--- src/rtl/bsg_link_sdr_reset_sequencer.sv ---
// Bring-up reset sequencer for a bsg_link_sdr channel.
//
// After a start_i pulse the block walks the link resets through a fixed
// release order, holding each phase for hold_cycles_p cycles:
//   ASSERT -> TOKEN_HI -> TOKEN_LO -> UP_REL -> DOWN_REL -> DS_REL -> DONE
// A start_i in any state other than IDLE/DONE restarts the sequence.
//
// Parameters:
//   hold_cycles_p      cycles per phase (1..65535)
//   seq_count_width_p  width of the completed-sequence counter
//
// Ports:
//   clk_i               noc clock
//   reset_n_i           asynchronous active-low reset
//   start_i             single-cycle request to run / rerun the sequence
//   busy_o              sequence in progress
//   done_o              link fully out of reset
//   token_reset_o       to async_token_reset_i
//   uplink_reset_o      to core_uplink_reset_i
//   downlink_reset_o    to async_downlink_reset_i
//   downstream_reset_o  to core_downstream_reset_i
//   noc_reset_o         concentrator / arbiter reset on the noc side
//   seq_count_o         completed sequences, saturating
//
// Configuration macro:
//   BSG_LINK_SDR_RESET_SEQ_COUNT_EN  build the completed-sequence counter;
//                                    when undefined seq_count_o is tied to 0.

module bsg_link_sdr_reset_sequencer #(
   parameter int unsigned hold_cycles_p     = 16,
   parameter int unsigned seq_count_width_p = 8
) (
   input  logic                         clk_i,
   input  logic                         reset_n_i,
   input  logic                         start_i,
   output logic                         busy_o,
   output logic                         done_o,
   output logic                         token_reset_o,
   output logic                         uplink_reset_o,
   output logic                         downlink_reset_o,
   output logic                         downstream_reset_o,
   output logic                         noc_reset_o,
   output logic [seq_count_width_p-1:0] seq_count_o
);

   localparam int unsigned     CntW    = $clog2(hold_cycles_p + 1);
   localparam logic [CntW-1:0] LastCnt = CntW'(hold_cycles_p - 1);

   typedef enum logic [2:0] {
      StIdle,
      StAssert,
      StTokenHi,
      StTokenLo,
      StUpRel,
      StDownRel,
      StDsRel,
      StDone
   } state_e;

   state_e          state_q, state_d;
   logic [CntW-1:0] cnt_q, cnt_d;

   logic token_d, uplink_d, downlink_d, downstream_d, noc_d, busy_d, done_d;
   logic token_q, uplink_q, downlink_q, downstream_q, noc_q, busy_q, done_q;

   // Next-state and phase counter.
   always_comb begin
      state_d = state_q;
      cnt_d   = '0;
      unique case (state_q)
         StIdle, StDone: begin
            if (start_i) state_d = StAssert;
         end
         default: begin
            // Restart wins over a phase advance in the same cycle.
            if (start_i) begin
               state_d = StAssert;
            end else if (cnt_q == LastCnt) begin
               unique case (state_q)
                  StAssert:  state_d = StTokenHi;
                  StTokenHi: state_d = StTokenLo;
                  StTokenLo: state_d = StUpRel;
                  StUpRel:   state_d = StDownRel;
                  StDownRel: state_d = StDsRel;
                  default:   state_d = StDone;
               endcase
            end else begin
               cnt_d = cnt_q + CntW'(1);
            end
         end
      endcase
   end

   // Outputs are decoded from the next state and registered, so every output
   // comes straight from a flop and tracks the current state.
   always_comb begin
      token_d      = 1'b0;
      uplink_d     = 1'b1;
      downlink_d   = 1'b1;
      downstream_d = 1'b1;
      noc_d        = 1'b1;
      busy_d       = 1'b0;
      done_d       = 1'b0;
      unique case (state_d)
         StIdle: begin
         end
         StAssert: begin
            busy_d = 1'b1;
         end
         StTokenHi: begin
            token_d = 1'b1;
            busy_d  = 1'b1;
         end
         StTokenLo: begin
            busy_d = 1'b1;
         end
         StUpRel: begin
            uplink_d = 1'b0;
            busy_d   = 1'b1;
         end
         StDownRel: begin
            uplink_d   = 1'b0;
            downlink_d = 1'b0;
            busy_d     = 1'b1;
         end
         StDsRel: begin
            uplink_d     = 1'b0;
            downlink_d   = 1'b0;
            downstream_d = 1'b0;
            busy_d       = 1'b1;
         end
         StDone: begin
            uplink_d     = 1'b0;
            downlink_d   = 1'b0;
            downstream_d = 1'b0;
            noc_d        = 1'b0;
            done_d       = 1'b1;
         end
      endcase
   end

   always_ff @(posedge clk_i or negedge reset_n_i) begin
      if (!reset_n_i) begin
         state_q      <= StIdle;
         cnt_q        <= '0;
         token_q      <= 1'b0;
         uplink_q     <= 1'b1;
         downlink_q   <= 1'b1;
         downstream_q <= 1'b1;
         noc_q        <= 1'b1;
         busy_q       <= 1'b0;
         done_q       <= 1'b0;
      end else begin
         state_q      <= state_d;
         cnt_q        <= cnt_d;
         token_q      <= token_d;
         uplink_q     <= uplink_d;
         downlink_q   <= downlink_d;
         downstream_q <= downstream_d;
         noc_q        <= noc_d;
         busy_q       <= busy_d;
         done_q       <= done_d;
      end
   end

   assign token_reset_o      = token_q;
   assign uplink_reset_o     = uplink_q;
   assign downlink_reset_o   = downlink_q;
   assign downstream_reset_o = downstream_q;
   assign noc_reset_o        = noc_q;
   assign busy_o             = busy_q;
   assign done_o             = done_q;

`ifdef BSG_LINK_SDR_RESET_SEQ_COUNT_EN
   logic [seq_count_width_p-1:0] seq_q, seq_d;

   // Count entries into DONE, saturating at all-ones.
   always_comb begin
      seq_d = seq_q;
      if (state_d == StDone && state_q != StDone && seq_q != '1) begin
         seq_d = seq_q + seq_count_width_p'(1);
      end
   end

   always_ff @(posedge clk_i or negedge reset_n_i) begin
      if (!reset_n_i) begin
         seq_q <= '0;
      end else begin
         seq_q <= seq_d;
      end
   end

   assign seq_count_o = seq_q;
`else
   assign seq_count_o = '0;
`endif

endmodule
--- config.mk ---
export PLATFORM = sky130hd
export DESIGN_NAME = bsg_link_sdr_reset_sequencer
export DESIGN_NICKNAME = d
export VERILOG_FILES = /design/src/rtl/bsg_link_sdr_reset_sequencer.sv
export SDC_FILE = /design/constraint.sdc
export NUM_CORES = 1
export LEC_CHECK = 0
export BUFFER_PORTS_ARGS = -buffer_cell sky130_fd_sc_hd__buf_2
export CAP_MARGIN = 10
export CELL_PAD_IN_SITES_DETAIL_PLACEMENT = 0
export CELL_PAD_IN_SITES_GLOBAL_PLACEMENT = 2
export CORE_UTILIZATION = 31
export DETAILED_ROUTE_END_ITERATION = 8
export PLACE_DENSITY = 0.75
export SYNTH_ARGS = -nofsm -noshare
export SYNTH_HDL_FRONTEND = slang
export SYNTH_SLANG_ARGS = --single-unit
--- constraint.sdc ---
create_clock -name clk_i -period 1.7 [get_ports clk_i]
set_input_delay 0.34 -clock clk_i [delete_from_list [all_inputs] [get_ports clk_i]]
set_output_delay 0.34 -clock clk_i [all_outputs]
set_load 0.05 [all_outputs]
* After elaboration in Yosys (flattened, before gate mapping) *
Index checks and enable logic that the tools add are counted.

storage, ports and cells
  register bits = 15
  output and inout bits = 15
  word-level logic and storage cells = 45

cells by class
  add/subtract/negate cells = 1
  equality and inequality tests = 14
  multiplexer cells = 15
  reductions and logical operators = 6

operators by type and width
  kind                                                  number
  equality test 3 bit (second input constant)           7
  2-to-1 mux 5 bit                                      3
  case mux 3 bit (5 select lines)                       1
  equality test 3 x 2 -> 1 bit (second input constant)  4
  2-to-1 mux 3 bit                                      4
  2-to-1 mux 1 bit                                      7
  equality test 3 x 1 -> 1 bit (second input constant)  2
  OR reduction 6 bit                                    1
  adder 5 x 1 -> 5 bit (second input constant)          1
  equality test 5 x 4 -> 1 bit (second input constant)  1
  OR reduction 2 bit                                    2
  OR reduction 4 bit                                    1
  logical NOT 3 bit                                     1
  OR reduction 3 bit                                    1

* Logic depth before layout (Yosys ltp) *
Gate-level depths: netlist of the first run.

  word-level depth = 8
  depth in mapped cells = 5
  gate-level depth less buffers = 4

* Worst setup path after synthesis of the first run *
No wires, ideal clock.

  path type = reg-to-reg
  start = register cnt_q[0]
  end = register state_q[0]
  arrival time = 1.268 ns
  data required time = 1.580 ns
  slack = 0.312 ns
  stages on the path, launching flop included = 6
  path buffers = 1
  path through = dfrtp_1 > ha_1 > and4b_4 > buf_6 > or2_1 > a31o_1

on the way
  word-level cells in the longest chain between the ends = 4

ends and longest elaborated chain
  item                          line  RTL
  from (decl)                   61    logic [CntW-1:0] cnt_q, cnt_d;
  from (signal assigned)        155   cnt_q <= cnt_d;
  equality test 5 x 4 -> 1 bit  78    end else if (cnt_q == LastCnt) begin
  2-to-1 mux 3 bit              78
  2-to-1 mux 3 bit              76    if (start_i) begin
  2-to-1 mux 3 bit              70    unique case (state_q)
  via state_d[0]                60    state_e state_q, state_d;
  to (signal assigned)          144   state_q <= StIdle;
  to (signal assigned)          154   state_q <= state_d;
  to (decl)                     60

The timed path passes the listed nets, and every way through them passes these cells.

* Final worst setup path of the first run *
  start = register cnt_q[0]
  end = register token_q, in the netlist token_reset_o

on the way
  word-level cells in the longest chain between the ends = 6

ends and longest elaborated chain
  item                          line  RTL
  equality test 5 x 4 -> 1 bit  78
  2-to-1 mux 3 bit              78
  2-to-1 mux 3 bit              76
  2-to-1 mux 3 bit              70
  equality test 3 x 2 -> 1 bit  104   unique case (state_d)
  2-to-1 mux 1 bit              104
  via token_d                   63    logic token_d, uplink_d, downlink_d, downstream_d, noc_d, busy_d, done_d;
  to (signal assigned)          156   token_q <= token_d;
  to (decl)                     64    logic token_q, uplink_q, downlink_q, downstream_q, noc_q, busy_q, done_q;

The timed path passes the listed nets, and every way through them passes these cells.

==> impl_metrics.toml, run 1 <==
[timing]
skew_ns = 0.0003676
maxSlewViolCount = 0
hold_viol = 0
fin_tns_setup_ns = 0
finalWorstPathRequiredPeriod_ns = 1.496
fmax_mhz = 668.6
rsz0062_at_grt = "no"
finalCritPeriodShare_pct = 87.99
fin_ws_ns = 0.2043
finalSetupViolCount = 0

[placed_design]
hpwl_um = 744.8
dp.cells = 96
gp_congestion = 0.6679
portBuffers = 9
dp_slack_ns = 0.2208

[critical_path]
cp_cell_sequence = "ha_1 > and4b_4 > or3_1 > a211oi_2"
cp_max_fo = 11
start_kind = "flop"
max_stage_delay_ns = 0.40
timing.rr.end = "token_reset_o$_DFF_PN0_"
path_delay_family = "simple AND/OR/NAND/NOR gates"
cp.arrival_ns = 1.70
slowest_stage = "dfrtp_1"
reg2reg_depth = 4
rrSetupSlack_ns = 0.20
r2r-start = "cnt_q[0]$_DFF_PN0_"
end_kind = "flop"
critPathKind = "flop to flop"
cp_num_buf_inv = 0
crit_required_ns = 1.90

[pwr]
pwr-share-seq_pct = 57.9
p_switching_w = 0.0001741
p_leak_nw = 0.3312
irDropWorstVdd_v = 0.0003511
p_per_area_nw_per_um2 = 830.4
p_clk_share_pct = 31.5
p_int_w = 0.0004618
p_sw_share_pct = 27.38
totalPowerFinal_w = 0.0006359
p_comb_share_pct = 10.5

[layout]
nets = 79
diodes = 0
drive_above_1_share_pct = 29.73
fin_cells = 101
area_growth_pct = 8.511

[grt]
grt_usage_pct = 10.21
antenna_found_initial = 0
top_usage_layer = "met2"
grt_overflow = 0
grt_pass1_wl_um = 1821
use_met2_pct = 15.99
grt_pass1_vias = 395
use_met1_pct = 11.97
grt_max_degree = 16
grt_use_met3_pct = 2.778

[yosys]
yosys_warnings = 0
ys_seq_area_share_pct = 53.90
syn_inst = 64
ys_ff_latch = 15
synth_top_area_share_pct = 39.01
synth.area.top_cells = "dfrtp_1 39%, dfstp_2 15%, buf_4 11%"
synthesis.area_um2 = 705.7
synth_top_area_cell = "dfrtp_1"
syn_avg_cell_area_um2 = 11.03
yosysUniqueCellTypes = 29

[cts]
clockBufferDepth = 2
cts_buffers = 3
clock_sinks = 15
ctsRootBufferMaster = "clkbuf_4"
clk_pin_slew_ns = 0.09
clock_latency_ns = 0.28
cts_tree = "yes"
ctsResizeCount = 0
ctsHtreeMaxLevel = 1

[run]
maxCapViolations = 0

[hold_path]
hold_path_end = "token_reset_o$_DFF_PN0_"
worstHoldStart = "start_i"
hold_depth = 2
min_path_type = "input pin to flop"

[floorplanning]
boundaryPins = 18
die_h_um = 49.71
initial_core_util_pct = 34.56
core_um2 = 2042
die_area_um2 = 2471
dieWidth_um = 49.71
rows = 16

[outcome]
outcome = "completed"

[drt]
drc = 0
num_vias = 438
drt-total-wl_um = 1043
wire_per_inst_um = 10.33
avgViaCountPerCell = 4.337
drt_first_pass_iters = 4
drt-initial-drc-count = 4
ant_nets = 0
==> worst max path at each step <==
stage / startpoint / end / slack [ns] / cells after the start
2_1_floorplan: cnt_q[0]$_DFF_PN0_ / state_q[0]$_DFF_PN0_ / 0.31 / 5
3_3_place_gp: cnt_q[0]$_DFF_PN0_ / token_reset_o$_DFF_PN0_ / 0.25 / 4
6_report: cnt_q[0]$_DFF_PN0_ / token_reset_o$_DFF_PN0_ / 0.20 / 4
3_5_place_dp: cnt_q[0]$_DFF_PN0_ / token_reset_o$_DFF_PN0_ / 0.22 / 4
4_1_cts: cnt_q[0]$_DFF_PN0_ / token_reset_o$_DFF_PN0_ / 0.20 / 4
5_1_grt: cnt_q[0]$_DFF_PN0_ / token_reset_o$_DFF_PN0_ / 0.15 / 4
==> layout make-up <==
type	count	area [um2]
Clock buffer	3	22.52
Multi-Input combinational cell	40	246.5
Sequential cell	15	380.4
Fill cell	216	1276
Tap cell	27	33.78
Timing Repair Buffer	11	62.56
Inverter	4	15.01
Clock inverter	1	5.005
==> power groups by stage <==
stage               sequential [W]  clock (W)  combinational [W]
floorplan                 0.000374          0          0.0000650
global placement          0.000374          0          0.0000659
detailed placement        0.000375          0          0.0000661
CTS                       0.000368   0.000210          0.0000678
global route              0.000369   0.000225          0.0000730
finish                    0.000368   0.000201          0.0000670
==> logic make-up (layout without fill, tap and decap cells) <==
| family | Yosys count | in the layout | synth area share [%] |
|---|---|---|---|
| AND/OR/NAND/NOR | 19 | 19 | 14.54 |
| other | 1 | 8 | 0.5314 |
| flip-flops | 15 | 15 | 53.90 |
| AO/OA/AOI/OAI | 10 | 10 | 11.88 |
| buffers and inverters | 16 | 19 | 14.89 |
| adder cells (fa/ha/maj) | 1 | 1 | 1.773 |
| XOR/XNOR | 2 | 2 | 2.483 |
==> metrics by stage <==
stage | utilization [%] | cell area (um2) | hold slack [ns]
after global placement | 35.66 | 728.2 | 0.2570
after CTS | 37.50 | 765.7 | 0.2964
after global routing | 37.50 | 765.7 | 0.2972
after floorplan | - | 732.0 | 0.04441
final | 37.50 | 765.7 | 0.3110
after detailed placement | 35.66 | 728.2 | 0.2603
==> cell usage in the layout, fill, tap and decap left out, types with 2 or more instances in the layout <==
master,instances
nor2_1,6
conb_1,8
or2_1,2
nand3_1,3
buf_2,9
nor3_1,2
dfstp_2,4
a31oi_1,2
inv_1,3
dfrtp_1,11
clkbuf_4,3
o31ai_1,2
==> state kept, by name, summed over array words and instances, names as in the netlist <==
signal              cells
noc_reset_o             1
uplink_reset_o          1
downlink_reset_o        1
downstream_reset_o      1
done_o                  1
busy_o                  1
token_reset_o           1
state_q                 3
cnt_q                   5
==> per-layer routing <==
layer | share of wire, % | up-vias
li1 | - | 218
met5 | 0 | -
met1 | 46 | 202
met4 | 1.3 | 0
met3 | 4.4 | 2
met2 | 48 | 16
==> synth_stat cells <==
cell / number
o31ai_1: 2
xor2_1: 1
a211oi_2: 1
o211a_1: 1
nand2_1: 1
a31oi_1: 2
nand3_1: 3
a311oi_1: 1
buf_4: 10
nor4_1: 1
ha_1: 1
conb_1: 1
a31o_1: 1
dfstp_2: 4
clkbuf_1: 1
nand2b_1: 1
nor2_1: 6
or2_1: 2
a21oi_2: 1
and4b_4: 1
nor3_1: 2
xnor2_1: 1
inv_2: 1
or3_1: 1
buf_6: 1
dfrtp_1: 11
inv_1: 3
nor2b_1: 1
o211ai_1: 1
==> repair_timing <==
action,CTS,global route
setup buffers,0,0
endpoints found under the hold margin,11,0
hold buffers,1,0
Power figures use the tool's default switching activity.
==> run 2: changes to the inputs <==
--- a/config.mk
+++ b/config.mk
@@ -9,8 +9,10 @@
 export CAP_MARGIN = 10
 export CELL_PAD_IN_SITES_DETAIL_PLACEMENT = 0
 export CELL_PAD_IN_SITES_GLOBAL_PLACEMENT = 2
+export CORE_MARGIN = 1
 export CORE_UTILIZATION = 31
 export DETAILED_ROUTE_END_ITERATION = 8
+export GPL_TIMING_DRIVEN = 0
 export PLACE_DENSITY = 0.75
 export SYNTH_ARGS = -nofsm -noshare
 export SYNTH_HDL_FRONTEND = slang
==> run 2 against run 1 <==
Cell area grew 11%; total power increased by 0.63%; clock skew up 0.00092 ns; critical endpoint unchanged; sequential share of layout area shrank 4.8 points; first-iteration DRC count is 75% lower; combinational power rose by 20%; highest routed layer is now met3; worst hold slack gained 0.0098 ns.
==> impl_metrics.toml, run 2 (same netlist as run 1, synthesis figures left out) <==
[outcome]
outcome = "completed"

[drt]
drt-total-wl_um = 1104
routed.top_layer = "met3"
num_vias = 469
met1_length_um = 519
drt-initial-drc-count = 1
met2WireLength_um = 530
drc = 0
ant_nets = 0
wl_met3_um = 54
drt_first_pass_iters = 4
avgViaCountPerCell = 4.188
wire_per_inst_um = 9.857

[critical_path]
r2r-start = "cnt_q[0]$_DFF_PN0_"
reg2reg_depth = 4
cp.arrival_ns = 1.66
critPathKind = "flop to flop"
cp_max_fo = 3
timing.rr.end = "token_reset_o$_DFF_PN0_"
rrSetupSlack_ns = 0.23
end_kind = "flop"
start_kind = "flop"
crit_required_ns = 1.89

[timing]
rsz0062_at_grt = "no"
relSlewSlack_pct = 55.13
finalWorstPathRequiredPeriod_ns = 1.470
fin_tns_setup_ns = 0
hold_viol = 0
worst_slew_pin_slew_ns = 0.6674
maxSlewViolCount = 0
finalCritPeriodShare_pct = 86.48
skew_ns = 0.001291
fmax_mhz = 680.2
finalSetupViolCount = 0

[cts]
ctsHtreeMaxLevel = 1
clock_sinks = 15
ctsResizeCount = 0
cts_hold_buf = 1
clk_pin_slew_ns = 0.08
ctsRootBufferMaster = "clkbuf_4"
cts_buffers = 3
clock_latency_ns = 0.27
clockBufferDepth = 2
cts_tree = "yes"
cts_setup_buffers = 0

[placed_design]
dp.cells = 107
postPlaceCellArea_um2 = 810.8
portBuffers = 9
hpwl_um = 804.3
gp_congestion = 0.6745

[pwr]
p_leak_nw = 0.3842
p_per_area_nw_per_um2 = 755.4
irDropWorstVdd_v = 0.0002979

[layout]
area_growth_pct = 20.04
mostFrequentLayoutCell = "dfrtp_1"
fin_area_um2 = 847.1
nets = 90
fin_cells = 112
largest_reg_flops = 5
reg_top3 = "cnt_q (5), state_q (3)"
diodes = 0
regMostFlops = "cnt_q"
post-route-util_pct = 41.48
layout_common_cells = "11 x dfrtp_1, 10 x buf_4, 9 x buf_2, 8 x conb_1, 6 x nor2_1"
drive_above_1_share_pct = 36.47

[hold_path]
min_path_type = "input pin to flop"
hold_depth = 2
worstHoldStart = "start_i"
hold_path_end = "token_reset_o$_DFF_PN0_"

[run]
maxCapViolations = 0

[grt]
grt_overflow = 0
grt_pass1_vias = 455
grt_usage_pct = 10.29
grt_max_degree = 16
grt_pass1_wl_um = 1890
antenna_found_initial = 0

[floorplanning]
rows = 16
die_area_um2 = 2471
boundaryPins = 18
core_um2 = 2042
die_h_um = 49.71
initial_core_util_pct = 34.56
dieWidth_um = 49.71
-- run 2: changes by cell type in the layout (fill, tap and decap cells not counted) --
cell / before / now
buf_6: 0 / 1
clkinv_2: 1 / 0
buf_4: 1 / 10
clkbuf_1: 0 / 2
-- run 2: area by class of cell --
cell class | count | area, um2
inverters | 4 | 15.01
well taps | 27 | 33.78
fillers | 209 | 1195
repair buffers | 10 | 55.05
flip-flops and latches | 15 | 380.4
plain buffers | 12 | 90.09
multi-input cells | 40 | 246.5
clock buffers | 4 | 26.28
-- run 2: metal layers --
| metal | vias up | global-route usage, % |
|---|---|---|
| li1 | 241 | - |
| met1 | 210 | 11.63 |
| met2 | 18 | 17.34 |
| met3 | 0 | 1.852 |
| met4 | 0 | 7.143 |
| met5 | - | 0 |
-- run 2: worst max-delay path by stage --
stage	depth (start not counted)	end	start	slack [ns]
after floorplan	5	state_q[0]$_DFF_PN0_	cnt_q[0]$_DFF_PN0_	0.31
after global placement	4	token_reset_o$_DFF_PN0_	cnt_q[0]$_DFF_PN0_	0.24
after detailed placement	4	token_reset_o$_DFF_PN0_	cnt_q[0]$_DFF_PN0_	0.24
after CTS	4	token_reset_o$_DFF_PN0_	cnt_q[0]$_DFF_PN0_	0.22
after global routing	5	state_q[0]$_DFF_PN0_	cnt_q[0]$_DFF_PN0_	0.16
final	4	token_reset_o$_DFF_PN0_	cnt_q[0]$_DFF_PN0_	0.23
-- run 2: critical path, stage by stage (launching register included) --
cell and delay (ns):
dfrtp_1 0.40, ha_1 0.24, and4b_4 0.20, or3_1 0.32, a211oi_2 0.22
-- run 2: stage by stage --
stage / power [W] / setup WS [ns] / hold WS (ns)
6_report: 0.0006399 / 0.2298 / 0.3208
5_1_grt: 0.0006759 / 0.1633 / 0.2973
4_1_cts: 0.0006485 / 0.2150 / 0.3182
3_5_place_dp: 0.0004542 / 0.2365 / 0.2553
3_3_place_gp: 0.0004530 / 0.2439 / 0.2561
2_1_floorplan: 0.0004387 / 0.3120 / 0.04441
-- run 2: where the power goes --
part	internal (W)	leakage [nW]	switching, W
logic	0.0000228	0.186	0.0000579
clock network	0.0000909	0.0150	0.000100
registers	0.000363	0.183	0.00000488
total	0.000477	0.384	0.000163
==> run 3: changes to the inputs <==
==> constraint.sdc (replaced) <==
create_clock -name clk_i -period 1.4 [get_ports clk_i]
set_input_delay 0.28 -clock clk_i [delete_from_list [all_inputs] [get_ports clk_i]]
set_output_delay 0.28 -clock clk_i [all_outputs]
set_load 0.05 [all_outputs]
==> run 3 against run 2 <==
Worst hold slack lost 0.058 ns; die area is the same; cell area grew 4.9%; maximum frequency grew 5.4%; clock-buffer cell count is the same; sequential cell count is the same; routed wire length grew 4.0%; total power grew 23%; sequential power grew 21%; non-clock buffer count grew 4; utilization grew 2.0 points; global-route usage grew 0.26 points; critical path type unchanged; critical endpoint unchanged; largest power group unchanged.
==> impl_metrics.toml, run 3 (same netlist as run 1, synthesis figures left out) <==
[drt]
drt-total-wl_um = 1148
avgViaCountPerCell = 4.198
num_vias = 487
drc = 0
ant_nets = 0
drt-initial-drc-count = 0
drt_first_pass_iters = 1
wire_per_inst_um = 9.897

[cts]
clockBufferDepth = 2
clock_latency_ns = 0.27
ctsHtreeMaxLevel = 1
clk_pin_slew_ns = 0.08
cts_tree = "yes"
clock_sinks = 15
cts_buffers = 3
ctsRootBufferMaster = "clkbuf_4"

[layout]
reg_top3 = "cnt_q (5), state_q (3)"
regArea_um2 = 380.4
diodes = 0
layout_common_cells = "14 x buf_4, 11 x dfrtp_1, 9 x buf_2, 8 x conb_1, 6 x nor2_1"
fillers = 207
fin_cells = 116
mostFrequentLayoutCell = "buf_4"
regMostFlops = "cnt_q"
area_growth_pct = 25.89
multi_input_area_um2 = 254.0
nets = 94
largest_reg_flops = 5
drive_above_1_share_pct = 41.57

[grt]
antenna_found_initial = 0
grt_pass1_vias = 474
grt_pass1_wl_um = 1945
grt_max_degree = 16
grt_overflow = 0
grt_usage_pct = 10.55

[floorplanning]
rows = 16
die_area_um2 = 2471
dieWidth_um = 49.71
core_um2 = 2042
initial_core_util_pct = 34.56
boundaryPins = 18
die_h_um = 49.71

[timing]
hold-worst-slack_ns = 0.2627
rsz0062_at_grt = "yes"
maxSlewViolCount = 0
finalWorstPathRequiredPeriod_ns = 1.395
finalSetupViolCount = 0
finalCritPeriodShare_pct = 99.65
fin_tns_setup_ns = 0
skew_ns = 0.002625
hold_viol = 0
fmax_mhz = 716.8

[placed_design]
portBuffers = 9
dp.cells = 107
gp_congestion = 0.6745
hpwl_um = 804.3

[critical_path]
reg2reg_depth = 4
cp_max_fo = 2
critPathKind = "flop to flop"
cp_cell_sequence = "ha_2 > and4b_4 > or3_1 > a211oi_2"
crit_required_ns = 1.59
max_stage_delay_ns = 0.39
slowest_stage = "dfrtp_1"
cp.arrival_ns = 1.59
end_kind = "flop"
start_kind = "flop"

[hold_path]
hold_depth = 2
min_path_type = "input pin to flop"

[pwr]
p_per_area_nw_per_um2 = 886.1
p_leak_nw = 0.4066
irDropWorstVdd_v = 0.0003615

[outcome]
outcome = "completed"

[run]
maxCapViolations = 0
[run 3: cell types whose count changed in the layout (fill, tap and decap cells not counted)]
cell,delta
buf_4,+4
ha_1,-1
o31ai_1,-1
buf_6,-1
buf_8,+1
o31ai_2,+1
ha_2,+1
[run 3: critical path, delay by kind of cell, from the launching register on]
family	cells	cell delay, ns
and+or+nand+nor	2	0.51
DFF	1	0.39
AOI/OAI and AO/OA	1	0.22
adders and majority gates	1	0.19
[run 3: final timing paths]
| path | startpoint | endpoint | slack [ns] |
|---|---|---|---|
| worst max-delay path | cnt_q[0]$_DFF_PN0_ | token_reset_o$_DFF_PN0_ | 0.005 |
| min in group asynchronous | reset_n_i | cnt_q[2]$_DFF_PN0_ | 0.42 |
| max in group asynchronous | reset_n_i | uplink_reset_o$_DFF_PN1_ | 0.69 |
| worst max register to register | cnt_q[0]$_DFF_PN0_ | token_reset_o$_DFF_PN0_ | 0.005 |
| worst min register to register | cnt_q[4]$_DFF_PN0_ | cnt_q[4]$_DFF_PN0_ | 0.51 |
| worst min-delay path | start_i | token_reset_o$_DFF_PN0_ | 0.26 |
[run 3: stage by stage]
stage                     instance area, um2  setup slack (ns)  total power (W)  util, %
after global placement                 810.8          -0.05613        0.0005501    39.71
after CTS                              869.6          0.003943        0.0007941    42.59
final                                  888.4          0.004837        0.0007871    43.50
after global routing                   888.4          -0.04059        0.0008300    43.50
after floorplan                        732.0           0.01199        0.0005328        -
after detailed placement               810.8          -0.06354        0.0005515    39.71
[run 3: area by class of cell]
type                    count  share of cell area (%)
multi-input cells          40                   28.59
inverters                   4                   1.690
well taps                  27                   3.803
plain buffers              12                   10.56
repair buffers             14                   9.577
flip-flops and latches     15                   42.82
clock buffers               4                   2.958
[run 3: timing repair]
action / CTS / global route
pin swaps: 1 / 1
hold buffers: 1 / 0
hold endpoints to repair: 11 / 0
resized for setup: 2 / 1
cloned: 0 / 0
buffers inserted: 2 / 2
setup endpoints to repair: 7 / 4
[run 3: where the power goes]
part | switching (W) | internal (W) | total (W)
clock | 0.000123 | 0.000110 | 0.000233
sequential | 0.00000560 | 0.000441 | 0.000447
combinational | 0.0000729 | 0.0000344 | 0.000107
[run 3: per-layer routing]
metal  vias up  track usage (%)  wire length (um)
li1        249                -                 -
met5         -                0                 0
met4         0            7.143                 0
met1       220            11.82               526
met2        18            18.02               567
met3         0            1.852                55
